### src/rtl/dispatch_queue.sv
// -----------------------------------------------------------------------------
// dispatch_queue
//
// In-order instruction dispatch buffer between decode and the out-of-order
// back end. Decoded instructions are held in a circular FIFO and issued one
// per cycle from the head. A load/store goes to the load/store buffer and any
// other instruction goes to the reservation station. Every issue also
// allocates a ROB entry. Issued fields are registered, so the to_* outputs
// and the dispatch pulses are valid for exactly the one cycle after the issue
// edge.
//
// Ports
//   clk_in, rst_in     clock; synchronous active-high reset
//   rdy_in             global enable (0 freezes all state, outputs read 0)
//   clear_in           flush on mispredict (empties the queue)
//   in_valid/in_ready  decode handshake; in_ready depends on occupancy only
//   up_*, mem_in_need  decoded instruction fields offered by decode
//   rs_full, lsb_full, rob_full
//                      downstream back-pressure for the current cycle
//   to_*               registered fields of the instruction issued last edge
//   dispatch_*_rdy     one-cycle issue pulses (RS / LSB / ROB)
//   queue_count        current occupancy
// -----------------------------------------------------------------------------
module dispatch_queue #(
  parameter int DEPTH  = 4,
  parameter int INST_W = 32,
  parameter int ADDR_W = 32,
  parameter int IMM_W  = 32,
  parameter int REG_W  = 5,
  parameter int CNT_W  = $clog2(DEPTH) + 1
) (
  input  logic              clk_in,
  input  logic              rst_in,
  input  logic              rdy_in,
  input  logic              clear_in,
  input  logic              in_valid,
  output logic              in_ready,
  input  logic [INST_W-1:0] up_inst,
  input  logic [ADDR_W-1:0] up_npc,
  input  logic [IMM_W-1:0]  up_imme,
  input  logic [REG_W-1:0]  up_rs1,
  input  logic [REG_W-1:0]  up_rs2,
  input  logic [REG_W-1:0]  up_rd,
  input  logic              up_rs1_in_need,
  input  logic              up_rs2_in_need,
  input  logic              up_rd_in_need,
  input  logic              mem_in_need,
  input  logic              rs_full,
  input  logic              lsb_full,
  input  logic              rob_full,
  output logic [INST_W-1:0] to_inst,
  output logic [ADDR_W-1:0] to_npc,
  output logic [IMM_W-1:0]  to_imme,
  output logic [REG_W-1:0]  to_rs1,
  output logic [REG_W-1:0]  to_rs2,
  output logic [REG_W-1:0]  to_rd,
  output logic              to_rs1_in_need,
  output logic              to_rs2_in_need,
  output logic              to_rd_in_need,
  output logic              dispatch_rs_rdy,
  output logic              dispatch_lsb_rdy,
  output logic              dispatch_rob_rdy,
  output logic [CNT_W-1:0]  queue_count
);

  localparam int PTR_W = $clog2(DEPTH);
  localparam logic [CNT_W-1:0] DEPTH_C = CNT_W'(DEPTH);

  typedef struct packed {
    logic [INST_W-1:0] inst;
    logic [ADDR_W-1:0] npc;
    logic [IMM_W-1:0]  imme;
    logic [REG_W-1:0]  rs1;
    logic [REG_W-1:0]  rs2;
    logic [REG_W-1:0]  rd;
    logic              rs1_need;
    logic              rs2_need;
    logic              rd_need;
    logic              mem;
  } entry_t;

  entry_t           mem_q [DEPTH];
  logic [PTR_W-1:0] head_q, head_d;
  logic [PTR_W-1:0] tail_q, tail_d;
  logic [CNT_W-1:0] count_q, count_d;

  // Issued entry and its valid flag. The mem bit of out_q selects which of
  // the RS/LSB pulses fires, so only one pulse flop is needed.
  entry_t           out_q, out_d;
  logic             issued_q, issued_d;

  entry_t           up_ent;
  entry_t           head_ent;
  logic             target_full;
  logic             do_issue;
  logic             do_enq;

  assign up_ent = '{
    inst:     up_inst,
    npc:      up_npc,
    imme:     up_imme,
    rs1:      up_rs1,
    rs2:      up_rs2,
    rd:       up_rd,
    rs1_need: up_rs1_in_need,
    rs2_need: up_rs2_in_need,
    rd_need:  up_rd_in_need,
    mem:      mem_in_need
  };

  assign head_ent    = mem_q[head_q];
  assign in_ready    = (count_q < DEPTH_C);
  assign target_full = head_ent.mem ? lsb_full : rs_full;

  // Issue decisions use only registered state, so an entry written at this
  // edge can never leave at the same edge.
  assign do_issue = (count_q != '0) && !rob_full && !target_full &&
                    rdy_in && !clear_in && !rst_in;
  assign do_enq   = in_valid && in_ready && rdy_in && !clear_in && !rst_in;

  // NOTE: every signal written here gets a default first, so no path can
  // leave one unassigned and infer a latch.
  always_comb begin
    head_d   = head_q;
    tail_d   = tail_q;
    count_d  = count_q;
    out_d    = '0;
    issued_d = 1'b0;

    if (clear_in) begin
      head_d  = '0;
      tail_d  = '0;
      count_d = '0;
    end else if (rdy_in) begin
      if (do_issue) begin
        head_d   = head_q + PTR_W'(1);
        issued_d = 1'b1;
        out_d    = head_ent;
        // x0 is never a real destination; drop it before it reaches rename.
        out_d.rd_need = head_ent.rd_need && (head_ent.rd != '0);
        out_d.rd      = out_d.rd_need ? head_ent.rd : '0;
      end
      if (do_enq) begin
        tail_d = tail_q + PTR_W'(1);
      end
      unique case ({do_enq, do_issue})
        2'b10:   count_d = count_q + CNT_W'(1);
        2'b01:   count_d = count_q - CNT_W'(1);
        default: count_d = count_q;
      endcase
    end
  end

  // NOTE: state is updated with non-blocking assignments so every flop
  // samples the pre-edge values regardless of statement order.
  always_ff @(posedge clk_in) begin
    if (rst_in) begin
      head_q   <= '0;
      tail_q   <= '0;
      count_q  <= '0;
      out_q    <= '0;
      issued_q <= 1'b0;
    end else begin
      head_q   <= head_d;
      tail_q   <= tail_d;
      count_q  <= count_d;
      out_q    <= out_d;
      issued_q <= issued_d;
    end
  end

  // NOTE: the storage array has no reset; an entry is only ever read after
  // it has been written, and occupancy alone decides what is valid.
  always_ff @(posedge clk_in) begin
    if (do_enq) begin
      mem_q[tail_q] <= up_ent;
    end
  end

  assign to_inst          = out_q.inst;
  assign to_npc           = out_q.npc;
  assign to_imme          = out_q.imme;
  assign to_rs1           = out_q.rs1;
  assign to_rs2           = out_q.rs2;
  assign to_rd            = out_q.rd;
  assign to_rs1_in_need   = out_q.rs1_need;
  assign to_rs2_in_need   = out_q.rs2_need;
  assign to_rd_in_need    = out_q.rd_need;
  assign dispatch_rob_rdy = issued_q;
  assign dispatch_lsb_rdy = issued_q && out_q.mem;
  assign dispatch_rs_rdy  = issued_q && !out_q.mem;
  assign queue_count      = count_q;

endmodule

### config.mk
export PLATFORM = sky130hd
export DESIGN_NAME = dispatch_queue
export DESIGN_NICKNAME = d
export VERILOG_FILES = /design/src/rtl/dispatch_queue.sv
export SDC_FILE = /design/constraint.sdc
export NUM_CORES = 1
export LEC_CHECK = 0
export CELL_PAD_IN_SITES_DETAIL_PLACEMENT = 1
export CELL_PAD_IN_SITES_GLOBAL_PLACEMENT = 1
export CORE_AREA = 2 2 256 283
export DETAILED_ROUTE_END_ITERATION = 8
export DIE_AREA = 0 0 258 285
export HOLD_SLACK_MARGIN = 0.15
export MAX_ROUTING_LAYER = met4
export PLACE_DENSITY_LB_ADDON = 0.05
export SYNTH_ARGS = -nofsm -noshare
export SYNTH_HDL_FRONTEND = slang
export SYNTH_SLANG_ARGS = --single-unit
### constraint.sdc
create_clock -name clk_in -period 10.2 [get_ports clk_in]
set_input_delay 2.04 -clock clk_in [delete_from_list [all_inputs] [get_ports clk_in]]
set_output_delay 2.04 -clock clk_in [all_outputs]
set_load 0.01 [all_outputs]
==> impl_metrics.sql <==
INSERT INTO impl_metrics (metric_group, metric, value, unit) VALUES
('detailed_routing', 'via_count', '9575', ''),
('floorplan', 'dieWidth', '258', 'µm'),
('placed_design', 'number_of_port_buffers', '243', ''),
('global_route', 'grt_antenna_before_repair', '6', ''),
('timing', 'min_period_over_period', '0.5337', ''),
('detailed_routing', 'detail_route.wl_per_cell', '22.76', 'µm'),
('placed_design', 'place_congestion', '0.6684', ''),
('timing', 'max_slew_margin', '0.3201', ''),
('final_layout', 'syn_to_final_growth', '22.96', '%'),
('synthesis', 'synth_compound_area_frac', '0.002315', ''),
('power_and_ir_drop', 'switchingPower', '0.9871', 'mW'),
('power_and_ir_drop', 'irDropWorstVdd', '0.00009244', 'V'),
('placed_design', 'place.detailed.instances', '2071', ''),
('floorplan', 'dieHeight', '285', 'µm'),
('synthesis', 'yosys.area_share.xor_xnor', '0.001662', ''),
('timing', 'timing_hold_violations_final', '0', ''),
('synthesis', 'yosys.area_share.adder', '0.003918', ''),
('final_layout', 'commonest_non_fill_non_tap_cells_in_the_layout', 'sky130_fd_sc_hd__edfxtp_1 (460), sky130_fd_sc_hd__clkdlybuf4s50_1 (243), sky130_fd_sc_hd__dfxtp_1 (123)', ''),
('setup_path', 'worst_setup_path_end_kind', 'flip-flop', ''),
('status', 'outcome', 'finished, final reports clean', ''),
('worst_hold_path', 'min-delay-path-class', 'flip-flop to flip-flop', ''),
('synthesis', 'ys_ff_latch', '585', ''),
('power_and_ir_drop', 'power-per-cell-area', '193.9', 'nW/µm²'),
('setup_path', 'crit_arrival', '5630', 'ps'),
('cts', 'cts_hold_repair.buffers', '0', ''),
('worst_hold_path', 'hold_sp', 'head_q[0]', ''),
('setup_path', 'reg2regPathDepth', '11', ''),
('detailed_routing', 'detailedRoute.firstIterationViolations', '380', ''),
('global_route', 'number_of_global_route_vias_before_repair', '11080', ''),
('setup_path', 'worstReg2RegEnd', 'queue_count[2]', ''),
('cts', 'cts_tree', 'built', ''),
('detailed_routing', 'drt_antenna_net_count', '0', ''),
('final_layout', 'net_count_reported_at_finish', '1325', ''),
('floorplan', 'fp.dieArea', '73530', 'µm²'),
('synthesis', 'synth_nets', '1159', ''),
('synthesis', 'synth_seq_area_share', '0.7742', ''),
('detailed_routing', 'finalWirelength', '50030', 'µm'),
('timing', 'max_slew.worst_pin.slew', '1020', 'ps'),
('cts', 'clock_tree.htree_level_count', '3', ''),
('global_route', 'grt_pass1_wl', '74800', 'µm'),
('final_layout', 'mostFrequentLayoutCell', 'sky130_fd_sc_hd__edfxtp_1', ''),
('timing', 'period_minus_slack', '5444', 'ps'),
('cts', 'worstSkewPairLatency', '580', 'ps'),
('synthesis', 'netlist_area', '21080', 'µm²'),
('cts', 'cts_root_buffer', 'sky130_fd_sc_hd__clkbuf_16', ''),
('detailed_routing', 'drc', '0', ''),
('setup_path', 'regToRegSetupSlack', '6580', 'ps'),
('timing', 'setup_violations', '0', ''),
('cts', 'tritoncts_num_sinks', '585', ''),
('synthesis', 'dominant_combinational_cell_family_by_area_after_synthesis', 'multiplexers', ''),
('timing', 'final-max-slew-violation-count', '0', ''),
('power_and_ir_drop', 'power.combinational.fraction', '0.021', ''),
('global_route', 'grt-ovfl-total', '0', ''),
('synthesis', 'synth-warning-count', '0', ''),
('final_layout', 'post_route_cells_drive_above_1_share', '0.1885', ''),
('timing', 'totalNegativeSetupSlack', '0', 'ps'),
('synthesis', 'synth_cell_types', '30', ''),
('power_and_ir_drop', 'power.sequential.fraction', '0.514', ''),
('timing', 'clk_skew', '16.56', 'ps'),
('power_and_ir_drop', 'switching_share', '0.1965', ''),
('cts', 'numCtsBuffers', '68', ''),
('floorplan', 'initial_core_util', '0.2968', ''),
('global_route', 'pin_count_of_the_biggest_net_entering_global_routing', '78', ''),
('setup_path', 'crit_required', '10390', 'ps'),
('cts', 'post-cts-setup-buffers', '0', ''),
('cts', 'worst_setup_hold_path_clk_slew', '60', 'ps'),
('floorplan', 'io_pins', '244', ''),
('worst_hold_path', 'whs_path_cells', '1', ''),
('placed_design', 'dp.final_hpwl', '29080', 'µm'),
('synthesis', 'synth_mux_area_frac', '0.1245', ''),
('synthesis', 'netlist_instances', '1030', '');
power groups by stage:
stage                     combinational, mW  sequential (mW)  clock [mW]
after CTS                             0.108             2.58        2.43
after detailed placement              0.108             2.63           0
after global routing                  0.113             2.58        2.52
after global placement                0.107             2.63           0
after floorplan                      0.0222             2.63           0
final                                 0.104             2.58        2.34
metal layers:
metal / share of wire / track usage / vias to the layer above
met2: 0.52 / 0.2446 / 221
met4: 0.021 / 0.04624 / 0
met5: 0 / - / -
met1: 0.42 / 0.1670 / 4997
met3: 0.042 / 0.03067 / 79
li1: - / - / 4278
stage by stage:
step | hold slack [ps] | setup WS [ps] | power [mW] | util | cell area (µm²)
2_1_floorplan | 467.3 | 3974 | 2.655 | - | 21080
3_3_place_gp | 493.0 | 4029 | 2.737 | 0.3346 | 23760
3_5_place_dp | 502.4 | 4018 | 2.739 | 0.3346 | 23760
4_1_cts | 511.8 | 4649 | 5.120 | 0.3647 | 25900
5_1_grt | 540.8 | 4422 | 5.216 | 0.3649 | 25910
6_report | 508.0 | 4756 | 5.024 | 0.3649 | 25910
sequential cells by signal (all words and copies together) (netlist names), 2 cells and up, named ones only:
| name | cells |
|---|---|
| to_inst | 32 |
| head_q | 2 |
| mem_q | 460 |
| to_rd | 5 |
| queue_count | 3 |
| to_npc | 32 |
| to_rs2 | 5 |
| to_imme | 32 |
| tail_q | 2 |
| to_rs1 | 5 |
critical path, stage by stage:
cell,delay (ps)
sky130_fd_sc_hd__clkdlybuf4s50_1,440
sky130_fd_sc_hd__or3b_2,520
sky130_fd_sc_hd__nor3b_1,720
sky130_fd_sc_hd__and2_4,950
sky130_fd_sc_hd__buf_4,860
cell usage after synthesis:
| library cell | count | share of area |
|---|---|---|
| sky130_fd_sc_hd__and2_0 | 1 | 0.00030 |
| sky130_fd_sc_hd__a41o_1 | 1 | 0.00047 |
| sky130_fd_sc_hd__inv_1 | 8 | 0.0014 |
| sky130_fd_sc_hd__buf_4 | 119 | 0.042 |
| sky130_fd_sc_hd__fa_1 | 1 | 0.00095 |
| sky130_fd_sc_hd__ha_1 | 5 | 0.0030 |
| sky130_fd_sc_hd__buf_2 | 20 | 0.0047 |
| sky130_fd_sc_hd__edfxtp_1 | 460 | 0.66 |
| sky130_fd_sc_hd__buf_6 | 1 | 0.00053 |
| sky130_fd_sc_hd__buf_1 | 3 | 0.00053 |
| sky130_fd_sc_hd__nand2_1 | 6 | 0.0011 |
| sky130_fd_sc_hd__nor2_1 | 8 | 0.0014 |
| sky130_fd_sc_hd__mux2i_1 | 2 | 0.00095 |
| sky130_fd_sc_hd__clkbuf_1 | 20 | 0.0036 |
| sky130_fd_sc_hd__and3_1 | 108 | 0.032 |
| sky130_fd_sc_hd__nor4_1 | 1 | 0.00030 |
| sky130_fd_sc_hd__a31oi_1 | 1 | 0.00030 |
| sky130_fd_sc_hd__nor3b_1 | 1 | 0.00036 |
| sky130_fd_sc_hd__mux2i_2 | 1 | 0.00065 |
| sky130_fd_sc_hd__and2_1 | 6 | 0.0018 |
| sky130_fd_sc_hd__a211oi_1 | 1 | 0.00036 |
| sky130_fd_sc_hd__mux4_2 | 115 | 0.12 |
| sky130_fd_sc_hd__a311oi_2 | 1 | 0.00071 |
| sky130_fd_sc_hd__or2_2 | 1 | 0.00030 |
| sky130_fd_sc_hd__nand3_2 | 1 | 0.00047 |
| sky130_fd_sc_hd__nor2b_1 | 6 | 0.0018 |
| sky130_fd_sc_hd__xnor2_1 | 4 | 0.0017 |
| sky130_fd_sc_hd__dfxtp_1 | 125 | 0.12 |
| sky130_fd_sc_hd__or3b_2 | 1 | 0.00042 |
| sky130_fd_sc_hd__a21oi_1 | 2 | 0.00047 |
kinds of logic (layout without fill, tap and decap cells):
group           after synthesis  in the layout
buf+inv                     171            388
fa+ha+maj                     6              6
mux                         118            118
compound gates                6              6
xor+xnor                      4              4
flops                       585            585
other cells                   0              6
simple gates                140            140
cell type report:
type | count | area, µm²
fill | 6906 | 45100
sequential | 585 | 16320
multi-input combinational | 274 | 3669
timing repair buffer | 259 | 2552
clock buffer | 106 | 2018
tap | 945 | 1182
clock inverter | 15 | 123.9
inverter | 8 | 30.03
antenna | 6 | 15.01
worst max-delay path by stage:
| stage | to | slack (ps) | start |
|---|---|---|---|
| finish | mem_q[3][26] | 4760 | clear_in |
| global route | mem_q[3][26] | 4420 | clear_in |
| CTS | mem_q[3][26] | 4650 | rdy_in |
| detailed placement | mem_q[3][80] | 4020 | rdy_in |
| global placement | mem_q[3][70] | 4030 | rdy_in |
| floorplan | mem_q[0][0] | 3970 | clear_in |
Power figures use the tool's default switching activity.
